===== src/rtl/game_sprite_mover_pkg.sv =====
// Shared screen, sprite and datapath dimensions for the sprite movers.
package game_sprite_mover_pkg;
  localparam int unsigned DEF_X_WIDTH       = 10;
  localparam int unsigned DEF_Y_WIDTH       = 10;
  localparam int unsigned DEF_D_WIDTH       = 3;
  localparam int unsigned DEF_SCREEN_W      = 640;
  localparam int unsigned DEF_SCREEN_H      = 480;
  localparam int unsigned DEF_SPRITE_W      = 8;
  localparam int unsigned DEF_SPRITE_H      = 8;
  localparam int unsigned DEF_UPDATE_PERIOD = 4;
endpackage


===== src/rtl/game_sprite_step_timer.sv =====
// Enable-gated modulo-UPDATE_PERIOD counter; step is high on the wrap cycle.
module game_sprite_step_timer #(
  parameter int unsigned UPDATE_PERIOD = 4
) (
  input  logic clk,
  input  logic reset,
  input  logic enable,
  input  logic clear,
  output logic step
);
  localparam int unsigned CW = (UPDATE_PERIOD > 1) ? $clog2(UPDATE_PERIOD) : 1;
  localparam logic [CW-1:0] LAST = CW'(UPDATE_PERIOD - 1);

  logic [CW-1:0] count;

  always_comb begin
    step = enable && !clear && (count == LAST);
  end

  always_ff @(posedge clk or posedge reset) begin
    if (reset) begin
      count <= '0;
    end else if (!enable || clear || count == LAST) begin
      count <= '0;
    end else begin
      count <= count + 1'b1;
    end
  end
endmodule


===== src/rtl/game_sprite_mover.sv =====
// Position/velocity engine for one sprite, with on-screen flag and registered pixel hit.
module game_sprite_mover
  import game_sprite_mover_pkg::*;
#(
  parameter int unsigned X_WIDTH       = DEF_X_WIDTH,
  parameter int unsigned Y_WIDTH       = DEF_Y_WIDTH,
  parameter int unsigned D_WIDTH       = DEF_D_WIDTH,
  parameter int unsigned SCREEN_W      = DEF_SCREEN_W,
  parameter int unsigned SCREEN_H      = DEF_SCREEN_H,
  parameter int unsigned SPRITE_W      = DEF_SPRITE_W,
  parameter int unsigned SPRITE_H      = DEF_SPRITE_H,
  parameter int unsigned UPDATE_PERIOD = DEF_UPDATE_PERIOD
) (
  input  logic               clk,
  input  logic               reset,
  input  logic               sprite_write_xy,
  input  logic [X_WIDTH-1:0] sprite_write_x,
  input  logic [Y_WIDTH-1:0] sprite_write_y,
  input  logic               sprite_write_dxy,
  input  logic [D_WIDTH-1:0] sprite_write_dx,
  input  logic [D_WIDTH-1:0] sprite_write_dy,
  input  logic               sprite_enable_update,
  input  logic [X_WIDTH-1:0] pixel_x,
  input  logic [Y_WIDTH-1:0] pixel_y,
  output logic [X_WIDTH-1:0] sprite_x,
  output logic [Y_WIDTH-1:0] sprite_y,
  output logic               sprite_within_screen,
  output logic               sprite_hit
);
  localparam logic [X_WIDTH:0] X_MAX = (X_WIDTH+1)'(SCREEN_W - SPRITE_W);
  localparam logic [Y_WIDTH:0] Y_MAX = (Y_WIDTH+1)'(SCREEN_H - SPRITE_H);
  localparam logic [X_WIDTH:0] W_EXT = (X_WIDTH+1)'(SPRITE_W);
  localparam logic [Y_WIDTH:0] H_EXT = (Y_WIDTH+1)'(SPRITE_H);

  logic [D_WIDTH-1:0] dx, dy;
  logic               step;
  logic [X_WIDTH:0]   x_ext, px_ext;
  logic [Y_WIDTH:0]   y_ext, py_ext;
  logic               hit_next;

  game_sprite_step_timer #(.UPDATE_PERIOD(UPDATE_PERIOD)) u_timer (
    .clk    (clk),
    .reset  (reset),
    .enable (sprite_enable_update),
    .clear  (sprite_write_xy),
    .step   (step)
  );

  // One extra bit keeps pos+size from wrapping, so edge-of-range sprites never alias.
  always_comb begin
    x_ext    = {1'b0, sprite_x};
    y_ext    = {1'b0, sprite_y};
    px_ext   = {1'b0, pixel_x};
    py_ext   = {1'b0, pixel_y};
    hit_next = (px_ext >= x_ext) && (px_ext < x_ext + W_EXT) &&
               (py_ext >= y_ext) && (py_ext < y_ext + H_EXT);
    sprite_within_screen = (x_ext <= X_MAX) && (y_ext <= Y_MAX);
  end

  always_ff @(posedge clk or posedge reset) begin
    if (reset) begin
      sprite_x   <= '0;
      sprite_y   <= '0;
      dx         <= '0;
      dy         <= '0;
      sprite_hit <= 1'b0;
    end else begin
      sprite_hit <= hit_next;
      if (sprite_write_xy) begin
        sprite_x <= sprite_write_x;
        sprite_y <= sprite_write_y;
      end else if (step) begin
        sprite_x <= sprite_x + {{(X_WIDTH-D_WIDTH){dx[D_WIDTH-1]}}, dx};
        sprite_y <= sprite_y + {{(Y_WIDTH-D_WIDTH){dy[D_WIDTH-1]}}, dy};
      end
      if (sprite_write_dxy) begin
        dx <= sprite_write_dx;
        dy <= sprite_write_dy;
      end
    end
  end
endmodule


===== config.mk =====
export PLATFORM = sky130hd
export DESIGN_NAME = game_sprite_mover
export DESIGN_NICKNAME = d
export VERILOG_FILES = /design/src/rtl/game_sprite_mover_pkg.sv /design/src/rtl/game_sprite_step_timer.sv /design/src/rtl/game_sprite_mover.sv
export SDC_FILE = /design/constraint.sdc
export NUM_CORES = 1
export LEC_CHECK = 0
export CAP_MARGIN = 40
export CORE_UTILIZATION = 35
export DETAILED_ROUTE_END_ITERATION = 8
export GPL_TIMING_DRIVEN = 0
export SLEW_MARGIN = 20
export SYNTH_ARGS = -nofsm -noshare
export SYNTH_HDL_FRONTEND = slang
export SYNTH_SLANG_ARGS = --single-unit

===== constraint.sdc =====
create_clock -name clk -period 3.3 [get_ports clk]
set_input_delay 0.66 -clock clk [delete_from_list [all_inputs] [get_ports clk]]
set_output_delay 0.66 -clock clk [all_outputs]
set_load 0.005 [all_outputs]

==> results.toml, run 1 <==
[route]
drc = 0
routed_wl_um = 8320
wl_per_cell_um = 15.0
ant_nets = 0
vias = 2925
dr.pass1.iters = 4
vias_per_cell = 5.27
drtIter0Drc = 119

[sta]
skew_ns = 0.00732
worst_pin_slew_ns = 0.651
hold_viol_final = 0
fin_crit_ns = 2.98
setup_viol = 0
grt_setup_unrepaired = "no"
fin_setup_tns_ns = 0
maxSlewViolCount = 0
fin_crit_sh_pct = 90.2
slew_headroom_pct = 56.6
hold_slack_ns = 0.440
max_freq_ghz = 0.336

[cells_and_area]
fill_cells = 890
layout-drive-gt1-share_pct = 5.59
instances_no_fill = 555
syn_to_final_growth_pct = 30.2
nets = 554
final_cell_area_um2 = 4080
diodes = 0

[yosys]
synth_largest_area_cell = "dfrtp_1"
yosysMostFrequentCell = "ha_1"
synth_top_area_share_pct = 23.1
synth_cell_type_count = 57
synth_common_cells = "ha_1, nand2_1, dfrtp_1"
ys_ff_latch = 29
yosys_warnings = 0
synth_area_leaders = "dfrtp_1, ha_1, xnor2_1"
synthArstFlopShare_pct = 100
netlist_area_um2 = 3140
synth_edf_count = 0
ys_seq_area_share_pct = 23.1
synth_nets = 476
avgSynthCellArea_um2 = 8.52
synth_cells = 368
synthFlopType = "dfrtp_1"

[global_routing]
antenna_found_initial = 0
track_usage_pct = 18.1
grt_max_degree = 30
grt-ovfl-total = 0
grt_pass1_wl_um = 13800
grt_pass1_vias = 2915

[clock_network]
hold_buffers = 0
cts_resized = 0
cts-htree-levels = 2
cts_tree = "yes"
cts-root-buf = "clkbuf_8"
cts_buffer_depth = 2
cts.sinks = 29
clk_latency_ns = 0.29
clk_pin_slew_worst_paths_ns = 0.06
numCtsBuffers = 5
postCtsSetupRepairBufs = 0

[critical_path]
crit_path_start_kind = "flip-flop"
critPathSlowestCell = "clkdlybuf4s50_1"
rr_startpoint = "dx[2]"
rrSetupSlack_ns = 0.93
criticalPathCategory = "flip-flop to output pin"
critical-path-top-delay-family = "compound AO/OA/AOI/OAI gates"
endpoint_kind = "output pin"
cpPeakStageDelay_ns = 0.56
worstPathCellList = "o311ai_0 > nand2_1 > a221oi_1 > clkdlybuf4s50_1"
arrival_ns = 2.32
path_buf_inv = 1
cp_data_required_time_ns = 2.64
reg2reg_to = "sprite_x[9]"
rr_worst_depth = 7
path_max_fanout = 5

[pwr]
p_sw_w = 0.000485
p_sw_share_pct = 35.4
power_per_cell_area_nw_per_um2 = 336
p_comb_share_pct = 43.1
p_int_w = 0.000886
p_clk_share_pct = 24.3
vdd.ir_drop.worst_uv = 196
seq_power_share_pct = 32.6
finalPower_w = 0.00137
p_leak_nw = 1.81

[placement]
port_buffers = 71
dp_cells = 547
dpl_cell_area_um2 = 3980
dp_hpwl_um = 6640
place_congestion = 0.872

[die]
die_h_um = 96.7
core_um2 = 8680
dieArea_um2 = 9350
initial_utilization_pct = 36.1
io-pin-count = 73
die_w_um = 96.7
placementRows = 34

[flow_run]
max_cap_violations = 0

[min_path]
hold_start = "u_timer.count[0]"
min_path_type = "flip-flop to flip-flop"
whs_path_depth = 1
min_to = "u_timer.count[0]"

[run_status]
status = "completed"
placed cells by master, fill, tap and decap left out, types with 4 or more instances in the layout:
cell             instances
nand2b_1                 7
mux2i_1                  6
nor3_1                   9
mux2_2                   4
inv_1                   27
nand2_1                 33
a21o_1                   9
xnor2_1                 15
nor3b_1                  4
clkdlybuf4s50_1         71
o211ai_1                 5
dfrtp_1                 29
a211oi_1                 6
o21ai_0                 24
o221ai_1                 4
a21oi_1                 24
nor2b_1                  8
nand4_1                  4
nand3_1                 10
ha_1                    55
clkbuf_1                 9
nor2_1                  16
clkbuf_8                 7
cells by family after synthesis:
kind of cell / Yosys count / share of synthesized area, %
multiplexers: 10 / 3.35
XOR/XNOR: 18 / 5.03
flip-flops: 29 / 23.1
AND/OR/NAND/NOR: 114 / 19.4
AO/OA/AOI/OAI: 99 / 21.0
buffers and inverters: 41 / 4.91
adder cells (fa/ha/maj): 57 / 23.2
cell type report:
cell class	count	area, µm²	area share (%)
inverters	30	113	2.76
clock inverters	1	5.00	0.123
well taps	108	135	3.31
plain buffers	11	41.3	1.01
repair buffers	71	711	17.4
flip-flops and latches	29	726	17.8
multi-input cells	298	2260	55.3
clock buffers	7	96.3	2.36
registers in the layout, summed over array words and instances, names as in the netlist:
signal / flops
sprite_y: 10
u_timer.count: 2
dy: 3
dx: 3
sprite_hit: 1
sprite_x: 10
power by group through the flow:
stage | sequential, W | combinational (W) | clock [W]
after detailed placement | 0.000454 | 0.000589 | 0
after global routing | 0.000455 | 0.000670 | 0.000353
after floorplan | 0.000435 | 0.000385 | 0
after global placement | 0.000453 | 0.000575 | 0
after CTS | 0.000447 | 0.000594 | 0.000344
final | 0.000447 | 0.000591 | 0.000334
metrics by stage:
step,util (%),setup slack (ns)
5_1_grt,47.1,0.121
3_5_place_dp,45.9,0.554
2_1_floorplan,-,1.17
3_3_place_gp,45.9,0.521
6_report,47.1,0.323
4_1_cts,47.1,0.319
per-layer routing:
layer / track usage, % / vias to the layer above / wire length, µm
met5: 0 / - / 0
met4: 3.67 / 0 / 21
met3: 3.40 / 2 / 327
met2: 29.9 / 63 / 3930
met1: 24.6 / 1348 / 4050
li1: - / 1512 / -
how the worst max path moves through the flow:
stage | startpoint | endpoint | slack [ns] | cells past startpoint
global route | sprite_y[0] | sprite_within_screen | 0.12 | 4
finish | sprite_y[0] | sprite_within_screen | 0.32 | 4
detailed placement | pixel_x[0] | sprite_hit | 0.55 | 9
floorplan | pixel_x[0] | sprite_hit | 1.17 | 8
CTS | sprite_y[0] | sprite_within_screen | 0.32 | 4
global placement | pixel_x[0] | sprite_hit | 0.52 | 9
Power figures use the tool's default switching activity.
==> run 2, diff against run 1 <==
- CORE_UTILIZATION: 35 -> 55
- PLACE_DENSITY: not set -> 0.87
==> run 2 against run 1 <==
- clock skew down 0.0016 ns
- critical path depth unchanged
- non-clock buffer count unchanged
- worst hold slack worse by 0.0035 ns
- clock-buffer cell count down 1
- worst setup slack worse by 0.00075 ns
- clock power down 13%
- sequential share of layout area up 0.28 points
- utilization up 26 points
- power down 2.5%
- sequential power about the same
- first-iteration DRC count down 1.7%
==> results.toml, run 2 (same netlist as run 1, synthesis figures left out) <==
[global_routing]
track_usage_pct = 29.2
grt-ovfl-total = 0
grt_pass1_vias = 3167
grt_pass1_wl_um = 14000
grt_max_degree = 30
antenna_found_initial = 0

[route]
ant_nets = 0
drtIter0Drc = 117
vias = 3108
routed_wl_um = 8170
wl_per_cell_um = 15.7
vias_per_cell = 5.99
drc = 0
dr.pass1.iters = 4

[cells_and_area]
multi_input_comb_area_um2 = 2260
syn_to_final_growth_pct = 28.2
post-route-util_pct = 73.0
layout_common_cells = "clkdlybuf4s50_1, ha_1, nand2_1"
reg_top3 = "sprite_x x10, sprite_y x10"
nets = 554
layout-drive-gt1-share_pct = 5.37
regArea_um2 = 726
instances_no_fill = 519
final_common_cell = "clkdlybuf4s50_1"
diodes = 0
fill_cells = 417

[sta]
hold_viol_final = 0
worst_pin_slew_ns = 0.626
max_freq_ghz = 0.336
fin_crit_ns = 2.98
maxSlewViolCount = 0
slew_headroom_pct = 58.2
fin_crit_sh_pct = 90.2
skew_ns = 0.00573
fin_setup_tns_ns = 0
setup_viol = 0
grt_setup_unrepaired = "no"

[clock_network]
postCtsSetupRepairBufs = 0
cts_tree = "yes"
clk_latency_ns = 0.29
clk_pin_slew_worst_paths_ns = 0.07
cts_buffer_depth = 2
cts-htree-levels = 2
cts.sinks = 29
cts_resized = 0
cts-root-buf = "clkbuf_8"
hold_buffers = 0
numCtsBuffers = 5

[die]
dieArea_um2 = 6010
die_h_um = 77.5
placementRows = 27
io-pin-count = 73
core_um2 = 5510
initial_utilization_pct = 57.0
die_w_um = 77.5

[placement]
dp_hpwl_um = 6380
port_buffers = 71
dp_cells = 511
place_congestion = 0.936

[run_status]
status = "completed"

[flow_run]
max_cap_violations = 0

[critical_path]
criticalPathCategory = "flip-flop to output pin"
critPathSlowestCell = "clkdlybuf4s50_1"
cpPeakStageDelay_ns = 0.56
path_buf_inv = 1
cp_data_required_time_ns = 2.64
endpoint_kind = "output pin"
arrival_ns = 2.32
worstPathCellList = "o311ai_0 > nand2_1 > a221oi_1 > clkdlybuf4s50_1"
path_max_fanout = 5
critical-path-top-delay-family = "compound AO/OA/AOI/OAI gates"
crit_path_start_kind = "flip-flop"

[pwr]
finalPower_w = 0.00134
vdd.ir_drop.worst_uv = 284
p_leak_nw = 1.80
power_per_cell_area_nw_per_um2 = 333

[min_path]
min_path_type = "flip-flop to flip-flop"
## run 2: path summary, 6_finish.rpt
path	start	slack, ns	cells after the start	to
min	u_timer.count[0]	0.44	1	u_timer.count[0]
min in group asynchronous	reset	0.78	2	dy[2]
max in group asynchronous	reset	2.10	2	sprite_y[7]
max	sprite_y[0]	0.32	4	sprite_within_screen
min reg2reg	u_timer.count[0]	0.44	1	u_timer.count[0]
max reg2reg	dx[2]	0.92	7	sprite_x[9]
## run 2: where the power goes
part | internal, W | total, W | leakage, nW | switching (W)
Sequential | 0.000388 | 0.000447 | 0.355 | 0.0000596
Combinational | 0.000312 | 0.000601 | 1.40 | 0.000288
Clock | 0.000146 | 0.000289 | 0.0450 | 0.000143
Total | 0.000846 | 0.00134 | 1.80 | 0.000491
## run 2: worst register-to-register path, cell delays in order, from the launching register on
cell	delay, ns
dfrtp_1	0.64
ha_1	0.33
a211o_1	0.15
o211ai_2	0.14
a21oi_4	0.22
nand4_1	0.14
and3_1	0.18
or4_1	0.46
## run 2: stage by stage
step           worst slack [ns]  hold slack, ns  cell area (µm²)
3_5_place_dp              0.519           0.435             3940
3_3_place_gp              0.553           0.425             3940
4_1_cts                   0.330           0.443             4020
6_report                  0.322           0.436             4020
2_1_floorplan              1.17           0.416             3140
5_1_grt                   0.186           0.456             4020
## run 2: area by class of cell
cell class | count | area share, %
Timing Repair Buffer | 71 | 17.7
Tap cell | 72 | 2.24
Inverter | 30 | 2.80
Clock buffer | 6 | 1.81
Sequential cell | 29 | 18.1
Multi-Input combinational cell | 298 | 56.1
Clock inverter | 2 | 0.249
Buffer | 11 | 1.03
## run 2: layer usage
metal | global-route usage [%] | up-vias | wire, µm
li1 | - | 1510 | -
met1 | 33.5 | 1455 | 3400
met2 | 52.2 | 124 | 4000
met3 | 6.35 | 19 | 580
met4 | 11.5 | 0 | 181
met5 | 0 | - | 0
==> run 3, diff against run 2 <==
- CELL_PAD_IN_SITES_DETAIL_PLACEMENT: not set -> 1
- CELL_PAD_IN_SITES_GLOBAL_PLACEMENT: not set -> 2
- CORE_UTILIZATION: 55 -> 32
- PLACE_DENSITY: 0.87 -> not set
- PLACE_DENSITY_LB_ADDON: not set -> 0.1
==> run 3 against run 2 <==
- die area increased by 70%
- sequential share of layout area is 0.31 points lower
- maximum frequency decreased by 2.3%
- sequential power hardly changed
- critical endpoint unchanged
- largest cell class unchanged
==> results.toml, run 3 (same netlist as run 1, synthesis figures left out) <==
[sta]
worst_slack_ns = 0.252
fin_crit_sh_pct = 92.4
fin_setup_tns_ns = 0
fin_crit_ns = 3.05
setup_viol = 0
maxSlewViolCount = 0
slew_headroom_pct = 54.6
hold_viol_final = 0
max_freq_ghz = 0.328
skew_ns = 0.00916
worst_pin_slew_ns = 0.679
grt_setup_unrepaired = "no"

[clock_network]
clk_pin_slew_worst_paths_ns = 0.07
cts_tree = "yes"
numCtsBuffers = 5
cts.sinks = 29
postCtsSetupRepairBufs = 0
cts_buffer_depth = 2
cts_resized = 0
hold_buffers = 0
clk_latency_ns = 0.28
cts-htree-levels = 2
cts-root-buf = "clkbuf_8"

[critical_path]
path_max_fanout = 5
cp_data_required_time_ns = 2.64
crit_path_start_kind = "flip-flop"
crit_start = "sprite_y[0]"
arrival_ns = 2.39
endpoint_kind = "output pin"
criticalPathCategory = "flip-flop to output pin"
endpoint = "sprite_within_screen"
rr_worst_depth = 7
rrSetupSlack_ns = 0.85
reg2reg_to = "sprite_x[9]"
rr_startpoint = "dx[2]"

[cells_and_area]
layout-drive-gt1-share_pct = 5.37
reg_top3 = "sprite_x x10, sprite_y x10"
final_common_cell = "clkdlybuf4s50_1"
nets = 554
syn_to_final_growth_pct = 30.4
regArea_um2 = 726
multi_input_comb_area_um2 = 2260
fill_cells = 1156
layout_common_cells = "clkdlybuf4s50_1, ha_1, nand2_1"
diodes = 0

[die]
io-pin-count = 73
initial_utilization_pct = 33.5
dieArea_um2 = 10200
die_w_um = 101
core_um2 = 9370
die_h_um = 101
placementRows = 35

[run_status]
status = "completed"

[global_routing]
grt-ovfl-total = 0
antenna_found_initial = 0
grt_pass1_vias = 3263
track_usage_pct = 20.0
grt_max_degree = 30
grt_pass1_wl_um = 16100

[route]
ant_nets = 0
wl_per_cell_um = 16.8
dr.pass1.iters = 4
drtIter0Drc = 119
routed_wl_um = 9660
vias = 3043
vias_per_cell = 5.28
drc = 0

[flow_run]
max_cap_violations = 0

[pwr]
power_per_cell_area_nw_per_um2 = 330
p_leak_nw = 1.80
vdd.ir_drop.worst_uv = 187
finalPower_w = 0.00135

[placement]
dp_slack_ns = 0.526
port_buffers = 71
place_congestion = 0.780
dp_hpwl_um = 7790

[min_path]
min_path_type = "flip-flop to flip-flop"
[run 3: area by class of cell]
type / count / share of cell area, %
multi-input combinational: 298 / 55.2
sequential: 29 / 17.7
timing repair buffer: 71 / 17.4
tap: 129 / 3.94
inverter: 30 / 2.75
clock buffer: 6 / 1.77
buffer: 11 / 1.01
clock inverter: 2 / 0.245
[run 3: critical path, cell delays in order, from the launching register on]
cell and delay [ns]:
dfrtp_1 0.45, o311ai_0 0.62, nand2_1 0.14, a221oi_1 0.33, clkdlybuf4s50_1 0.56
[run 3: metrics by stage]
stage	utilization [%]	cell area, µm²	instances	hold slack [ns]
6_report	43.7	4090	576	0.484
3_5_place_dp	42.8	4010	568	0.471
2_1_floorplan	-	3140	368	0.416
4_1_cts	43.7	4090	576	0.480
5_1_grt	43.7	4090	576	0.499
3_3_place_gp	42.8	4010	568	0.425
[run 3: how the worst min path moves through the flow]
stage / startpoint / end / slack (ns) / cells past startpoint
floorplan: u_timer.count[0] / u_timer.count[0] / 0.42 / 1
detailed placement: u_timer.count[0] / u_timer.count[0] / 0.47 / 1
finish: u_timer.count[0] / u_timer.count[0] / 0.48 / 1
global placement: u_timer.count[0] / u_timer.count[0] / 0.43 / 1
global route: u_timer.count[0] / u_timer.count[0] / 0.50 / 1
CTS: u_timer.count[0] / u_timer.count[0] / 0.48 / 1
[run 3: where the power goes]
group	internal [W]	total [W]	switching (W)	leakage, nW
sequential	0.000387	0.000450	0.0000630	0.355
combinational	0.000312	0.000607	0.000296	1.40
clock	0.000146	0.000292	0.000146	0.0450
[run 3: per-layer routing]
layer	GRT usage, %	wire length (µm)	up-vias
met5	0	0	-
met1	27.1	4650	1482
li1	-	-	1499
met3	2.29	394	2
met4	2.56	22	0
met2	35.0	4590	60
